### src/rtl/mem_stage_pkg.sv
// Shared types and constants for the RV32I memory-access stage.
package mem_stage_pkg;

    localparam logic [2:0] F3_B  = 3'b000;
    localparam logic [2:0] F3_H  = 3'b001;
    localparam logic [2:0] F3_W  = 3'b010;
    localparam logic [2:0] F3_BU = 3'b100;
    localparam logic [2:0] F3_HU = 3'b101;

    localparam logic [1:0] SZ_B = 2'd0;
    localparam logic [1:0] SZ_H = 2'd1;
    localparam logic [1:0] SZ_W = 2'd2;

    typedef enum logic [1:0] {
        IDLE = 2'd0,
        REQ  = 2'd1,
        RSP  = 2'd2,
        DONE = 2'd3
    } lsu_state_e;

    typedef struct packed {
        logic        valid;
        logic [31:0] alu_result;
        logic [31:0] rs2_data;
        logic        mem_read;
        logic        mem_write;
        logic [2:0]  funct3;
        logic [4:0]  rd;
        logic        reg_write;
        logic [1:0]  wb_sel;
        logic [31:0] pc;
    } ex_mem_bus_t;

    typedef struct packed {
        logic        valid;
        logic [31:0] mem_data;
        logic [31:0] alu_result;
        logic [4:0]  rd;
        logic        reg_write;
        logic [1:0]  wb_sel;
        logic [31:0] pc;
    } mem_wb_bus_t;

    // Loads and stores decode funct3 differently: 100/101 are LBU/LHU but unknown for stores.
    function automatic logic [1:0] access_size(input logic [2:0] f3, input logic is_store);
        logic [1:0] sz;
        sz = SZ_W;
        if (is_store) begin
            case (f3)
                F3_B:    sz = SZ_B;
                F3_H:    sz = SZ_H;
                default: sz = SZ_W;
            endcase
        end else begin
            case (f3)
                F3_B, F3_BU: sz = SZ_B;
                F3_H, F3_HU: sz = SZ_H;
                default:     sz = SZ_W;
            endcase
        end
        return sz;
    endfunction

endpackage

### src/rtl/mem_stage_lsu_align.sv
// Combinational store-lane steering, load extraction/extension and alignment check.
module mem_stage_lsu_align
    import mem_stage_pkg::*;
#(
    parameter int XLEN   = 32,
    parameter int STRB_W = XLEN / 8
) (
    input  logic [1:0]        byte_off,
    input  logic [2:0]        funct3,
    input  logic              is_store,
    input  logic [XLEN-1:0]   rs2_data,
    input  logic [XLEN-1:0]   rdata,
    output logic [STRB_W-1:0] wstrb,
    output logic [XLEN-1:0]   wdata,
    output logic [XLEN-1:0]   load_data,
    output logic              misaligned
);

    logic [1:0]      size_s;
    logic [XLEN-1:0] shifted_s;

    // Store lanes and alignment check by access size.
    always_comb begin
        size_s = access_size(funct3, is_store);
        case (size_s)
            SZ_B: begin
                wstrb      = 4'b0001 << byte_off;
                wdata      = {4{rs2_data[7:0]}};
                misaligned = 1'b0;
            end
            SZ_H: begin
                wstrb      = 4'b0011 << byte_off;
                wdata      = {2{rs2_data[15:0]}};
                misaligned = byte_off[0];
            end
            default: begin
                wstrb      = 4'b1111;
                wdata      = rs2_data;
                misaligned = |byte_off;
            end
        endcase
    end

    // Load lane extraction with sign or zero extension.
    always_comb begin
        shifted_s = rdata >> {byte_off, 3'b000};
        case (funct3)
            F3_B:    load_data = {{(XLEN-8){shifted_s[7]}}, shifted_s[7:0]};
            F3_BU:   load_data = {{(XLEN-8){1'b0}}, shifted_s[7:0]};
            F3_H:    load_data = {{(XLEN-16){shifted_s[15]}}, shifted_s[15:0]};
            F3_HU:   load_data = {{(XLEN-16){1'b0}}, shifted_s[15:0]};
            default: load_data = rdata;
        endcase
    end

endmodule

### src/rtl/mem_stage.sv
// RV32I memory stage: issues data-memory accesses, stalls until complete, feeds MEM/WB.
module mem_stage
    import mem_stage_pkg::*;
#(
    parameter int XLEN   = 32,
    parameter int STRB_W = XLEN / 8
) (
    input  logic              ACLK,
    input  logic              ARESET,
    input  ex_mem_bus_t       ex_mem_bus_in,
    input  logic              stall_in,
    output logic              mem_stall_req,
    output logic              dmem_req_valid,
    input  logic              dmem_req_ready,
    output logic [XLEN-1:0]   dmem_req_addr,
    output logic              dmem_req_we,
    output logic [STRB_W-1:0] dmem_req_wstrb,
    output logic [XLEN-1:0]   dmem_req_wdata,
    input  logic              dmem_rsp_valid,
    input  logic [XLEN-1:0]   dmem_rsp_rdata,
    output mem_wb_bus_t       mem_wb_bus_out,
    output logic              misaligned,
    output logic [XLEN-1:0]   misaligned_addr
);

    lsu_state_e        state_r;
    lsu_state_e        next_state_s;
    logic [XLEN-1:0]   load_buf_r;
    logic              access_s;
    logic              is_store_s;
    logic              align_mis_s;
    logic              mis_s;
    logic              req_s;
    logic              stall_s;
    logic [XLEN-1:0]   mem_data_s;
    logic [STRB_W-1:0] wstrb_s;
    logic [XLEN-1:0]   wdata_s;
    logic [XLEN-1:0]   load_data_s;

    assign access_s   = ex_mem_bus_in.valid & (ex_mem_bus_in.mem_read | ex_mem_bus_in.mem_write);
    assign is_store_s = ex_mem_bus_in.mem_write;
    assign mis_s      = access_s & align_mis_s;

    mem_stage_lsu_align #(.XLEN(XLEN), .STRB_W(STRB_W)) u_align (
        .byte_off   (ex_mem_bus_in.alu_result[1:0]),
        .funct3     (ex_mem_bus_in.funct3),
        .is_store   (is_store_s),
        .rs2_data   (ex_mem_bus_in.rs2_data),
        .rdata      (dmem_rsp_rdata),
        .wstrb      (wstrb_s),
        .wdata      (wdata_s),
        .load_data  (load_data_s),
        .misaligned (align_mis_s)
    );

    // Load/store FSM: request issue, stall generation and next-state selection.
    always_comb begin
        next_state_s = state_r;
        req_s        = 1'b0;
        stall_s      = 1'b0;
        mem_data_s   = '0;
        case (state_r)
            IDLE, REQ: begin
                if ((state_r == REQ) || (access_s && !mis_s)) begin
                    req_s   = 1'b1;
                    stall_s = !(is_store_s && dmem_req_ready);
                    if (!dmem_req_ready) begin
                        next_state_s = REQ;
                    end else if (is_store_s) begin
                        next_state_s = stall_in ? DONE : IDLE;
                    end else begin
                        next_state_s = RSP;
                    end
                end else begin
                    next_state_s = IDLE;
                end
            end
            RSP: begin
                if (dmem_rsp_valid) begin
                    mem_data_s   = load_data_s;
                    next_state_s = stall_in ? DONE : IDLE;
                end else begin
                    stall_s = 1'b1;
                end
            end
            DONE: begin
                mem_data_s   = is_store_s ? '0 : load_buf_r;
                next_state_s = stall_in ? DONE : IDLE;
            end
            default: next_state_s = IDLE;
        endcase
    end

    // Output drive; everything reads zero while reset is held.
    always_comb begin
        mem_wb_bus_out = '0;
        if (ARESET) begin
            mem_stall_req   = 1'b0;
            dmem_req_valid  = 1'b0;
            dmem_req_we     = 1'b0;
            dmem_req_wstrb  = '0;
            misaligned      = 1'b0;
            misaligned_addr = '0;
        end else begin
            mem_stall_req             = stall_s;
            dmem_req_valid            = req_s;
            dmem_req_we               = req_s & is_store_s;
            dmem_req_wstrb            = (req_s & is_store_s) ? wstrb_s : '0;
            misaligned                = (state_r == IDLE) & mis_s;
            misaligned_addr           = ((state_r == IDLE) & mis_s) ? ex_mem_bus_in.alu_result : '0;
            mem_wb_bus_out.valid      = ex_mem_bus_in.valid;
            mem_wb_bus_out.mem_data   = mem_data_s;
            mem_wb_bus_out.alu_result = ex_mem_bus_in.alu_result;
            mem_wb_bus_out.rd         = ex_mem_bus_in.rd;
            mem_wb_bus_out.reg_write  = ex_mem_bus_in.reg_write & ~mis_s;
            mem_wb_bus_out.wb_sel     = ex_mem_bus_in.wb_sel;
            mem_wb_bus_out.pc         = ex_mem_bus_in.pc;
        end
    end

    assign dmem_req_addr  = {ex_mem_bus_in.alu_result[XLEN-1:2], 2'b00};
    assign dmem_req_wdata = wdata_s;

    // State register and load buffer; buffer captures only a pending response.
    always_ff @(posedge ACLK) begin
        if (ARESET) begin
            state_r    <= IDLE;
            load_buf_r <= '0;
        end else begin
            state_r <= next_state_s;
            if ((state_r == RSP) && dmem_rsp_valid) begin
                load_buf_r <= load_data_s;
            end
        end
    end

endmodule

### config.mk
export PLATFORM = sky130hd
export DESIGN_NAME = mem_stage
export DESIGN_NICKNAME = d
export VERILOG_FILES = /design/src/rtl/mem_stage_pkg.sv /design/src/rtl/mem_stage_lsu_align.sv /design/src/rtl/mem_stage.sv
export SDC_FILE = /design/constraint.sdc
export NUM_CORES = 1
export LEC_CHECK = 0
export CORE_AREA = 3 3 135 137
export CTS_BUF_LIST = sky130_fd_sc_hd__clkbuf_4
export CTS_CLUSTER_SIZE = 24
export DETAILED_ROUTE_END_ITERATION = 8
export DIE_AREA = 0 0 138 140
export PLACE_DENSITY_LB_ADDON = 0.3
export SYNTH_ARGS = -nofsm -noshare
export SYNTH_HDL_FRONTEND = slang
export SYNTH_HIERARCHICAL = 1
export SYNTH_SLANG_ARGS = --single-unit
### constraint.sdc
create_clock -name ACLK -period 3.95 [get_ports ACLK]
set_input_delay 1.185 -clock ACLK [delete_from_list [all_inputs] [get_ports ACLK]]
set_output_delay 1.185 -clock ACLK [all_outputs]
set_load 0.01 [all_outputs]
==> results of run 1 <==
cell families after synthesis:
logic type             synth area share [%]
and+or+nand+nor                        36.5
AOI/OAI and AO/OA                      18.1
buffers and inverters                  16.1
muxes                                  11.8
DFF                                    17.4
other                                0.0957
placed cells by master (no fill, tap or decap), drive strengths merged, types with 7 or more instances in the layout:
master,Yosys,layout
clkdlybuf4s50,0,254
buf,68,173
nand2,146,146
a21oi,82,82
nor2b,75,75
dfxtp,34,34
and2,33,33
nor2,25,25
mux2,24,24
clkbuf,20,23
dlygate4sd2,0,18
mux2i,17,17
o21ai,14,14
inv,11,12
dlymetal6s2s,0,7
sequential cells by signal (all words and copies together) (netlist names):
register    cells
state_r         2
load_buf_r     32
metrics by stage:
stage / utilization [%] / std cells / setup slack, ps / TNS (ps) / area (um2)
final: 49.0 / 1210 / -75.4 / -301 / 8420
after global routing: 49.0 / 1210 / -140 / -1310 / 8420
after CTS: 48.2 / 1201 / -185 / -440 / 8280
after global placement: 45.2 / 1146 / -852 / -56920 / 7760
after floorplan: - / 588 / 44.4 / 0 / 3930
after detailed placement: 45.2 / 1146 / -858 / -57560 / 7760
critical path: stages:
cell       delay, ps
buf_6            100
buf_6            110
mux2_4           260
a221o_1          360
o211ai_4         130
clkbuf_16        190
buf_8            100
buf_6            100
nand2_4           40
nand2_2           70
a21oi_2           50
buf_2            140
power groups by stage:
stage / Combinational [uW] / Clock, uW / Sequential, uW
after floorplan: 282 / 0 / 359
after global placement: 705 / 0 / 361
after detailed placement: 704 / 0 / 362
after CTS: 742 / 350 / 354
after global routing: 812 / 363 / 355
final: 764 / 341 / 354
final cells by class:
class / count / area [um2] / area share, %
timing repair buffer: 477 / 4460 / 52.9
multi-input combinational: 454 / 2850 / 33.8
sequential: 34 / 681 / 8.09
tap: 225 / 282 / 3.34
clock inverter: 3 / 68.8 / 0.817
inverter: 12 / 47.5 / 0.565
clock buffer: 5 / 37.5 / 0.446
metal layers:
| layer | GRT usage, % | vias to the layer above | wire, um |
|---|---|---|---|
| met4 | 5.25 | 4 | 491 |
| li1 | - | 2683 | - |
| met5 | 0 | - | 21 |
| met1 | 23.4 | 2477 | 8230 |
| met3 | 6.35 | 27 | 1720 |
| met2 | 39.5 | 230 | 11700 |
repair_timing:
action                                  CTS  global route
pin swaps                                13            13
endpoints found under the setup margin   97            56
gates resized for setup                 311            78
gates cloned                              5             1
setup buffers                            42            10
worst max path at each step:
stage               cells past startpoint             endpoint  slack, ps               start
global placement                       10   mem_wb_bus_out[81]       -850   ex_mem_bus_in[77]
global route                           12   mem_wb_bus_out[93]       -140  dmem_rsp_rdata[15]
floorplan                               9  misaligned_addr[10]         40   ex_mem_bus_in[40]
detailed placement                     10   mem_wb_bus_out[81]       -860   ex_mem_bus_in[77]
CTS                                    12   mem_wb_bus_out[98]       -190   ex_mem_bus_in[77]
finish                                 12   mem_wb_bus_out[93]        -80  dmem_rsp_rdata[15]
==> results.py, run 1 <==
metrics = {
    "worst_setup_path": {
        "reg2reg_from": "state_r[1]$_SDFFE_PP0P_",
        "r2r_slack_ps": 910,
        "r2r_end": "load_buf_r[18]$_SDFFE_PP0P_",
        "r2r_cells": 19,
        "worst-setup-path-type": "in -> out",
        "cp.arrival_ps": 2840,
        "cp_data_required_time_ps": 2760,
        "cp_max_fo": 4,
        "worstSetupStartpointType": "primary input",
        "critPathCaptureType": "output pin",
    },
    "cells_and_area": {
        "drive_gt1_share_pct": 30.4,
        "n_antenna_cell": 0,
        "area_growth_pct": 115,
        "nFillCells": 1689,
        "finalNetCount": 1131,
    },
    "floorplanning": {
        "num_rows": 48,
        "die_x_um": 138,
        "die_y_um": 140,
        "pin_count": 356,
        "start_util_pct": 22.8,
        "design.core.area_um2": 17200,
        "dieArea_um2": 19300,
    },
    "synth": {
        "ys_warn_count": 6,
        "synth.area.top_cells": "dfxtp_1 (17%), nand2_1 (13%), nor2b_1 (12%)",
        "synthCells": 587,
        "yosysMostFrequentCell": "nand2_1",
        "synth_top_cell_area_share_pct": 17.4,
        "synthArstFlopShare_pct": 0,
        "ys.flop_type": "dfxtp_1",
        "synth-edff-count": 0,
        "yosys-top-cells-count": "nand2_1 (140), a21oi_1 (76), nor2b_1 (75)",
        "ys_ff_latch": 34,
        "synth_area_um2": 3920,
        "ys_types": 45,
        "ys_seq_area_share_pct": 17.4,
        "syn_area_per_cell_um2": 6.68,
        "yosysTopAreaCell": "dfxtp_1",
    },
    "sta": {
        "fin_skew_ps": 11.9,
        "finalCriticalPeriod_ps": 4030,
        "worst_pin_slew_ps": 690,
        "holdWs_ps": 462,
        "finalWorstSetupSlack_ps": -75.4,
        "slew_headroom_pct": 54.0,
        "finalHoldViolCount": 0,
        "slew_violations": 0,
        "grt_setup_unrepaired": "true",
        "post-route-period-util_pct": 102,
        "fmax_mhz": 248,
        "setup_viol": 8,
    },
    "power_and_ir_drop": {
        "powerDensity_nw_per_um2": 173,
        "p_leak_uw": 0.00359,
        "p_sw_share_pct": 32.2,
        "power_frac_clock_pct": 23.4,
        "share_comb_of_total_power_pct": 52.4,
        "p_int_uw": 989,
        "finalPower_uw": 1460,
        "switchingPower_uw": 470,
        "max-vdd-ir-drop_v": 0.000157,
        "seqPwrFrac_pct": 24.3,
    },
    "global_route": {
        "first_global_vias": 5355,
        "grt_pass1_wl_um": 32100,
        "grt_overflow": 0,
        "grt_max_degree": 71,
        "grt_antenna_before_repair": 2,
        "grtUsageTotal_pct": 21.1,
    },
    "detailed_routing": {
        "drt_iter0_markers": 338,
        "ant_nets": 0,
        "routedWlPerCell_um": 18.4,
        "drtPass1Iterations": 5,
        "viasPerCell": 4.48,
        "num_vias": 5421,
        "routed_wl_um": 22200,
        "drcViolationCount": 0,
    },
    "clocking": {
        "cts_buffers": 5,
        "cts_tree": "done",
        "cts_hold_buf": 0,
        "clk_pin_slew_ps": 110,
        "cts_num_sinks": 34,
        "root_buffer": "clkbuf_4",
        "h-tree-depth": 2,
        "clockBufferDepth": 2,
        "clkLatencyLatePin_ps": 370,
    },
    "worst_hold_path": {
        "min_path_type": "reg -> reg",
        "whs_endpoint": "load_buf_r[2]$_SDFFE_PP0P_",
        "hold_path_depth": 2,
        "min_from": "load_buf_r[2]$_SDFFE_PP0P_",
    },
    "run_status": {
        "status": "finished, violations left",
        "violations": "negative setup slack",
    },
    "placed_design": {
        "place_congestion": 0.873,
        "numPortBuffers": 353,
        "hpwl_um": 16900,
    },
    "flow_run": {
        "max_cap_violations": 0,
    },
}
Note: power is estimated with default switching activity, not from simulation.
==> run 2, diff against run 1 <==
--- a/config.mk
+++ b/config.mk
@@ -10,6 +10,7 @@
 export CTS_CLUSTER_SIZE = 24
 export DETAILED_ROUTE_END_ITERATION = 8
 export DIE_AREA = 0 0 138 140
+export HOLD_SLACK_MARGIN = 0.12
 export PLACE_DENSITY_LB_ADDON = 0.3
 export SYNTH_ARGS = -nofsm -noshare
 export SYNTH_HDL_FRONTEND = slang
==> results of run 2 <==
Final layout, timing and power as in run 1 (identical DEF).
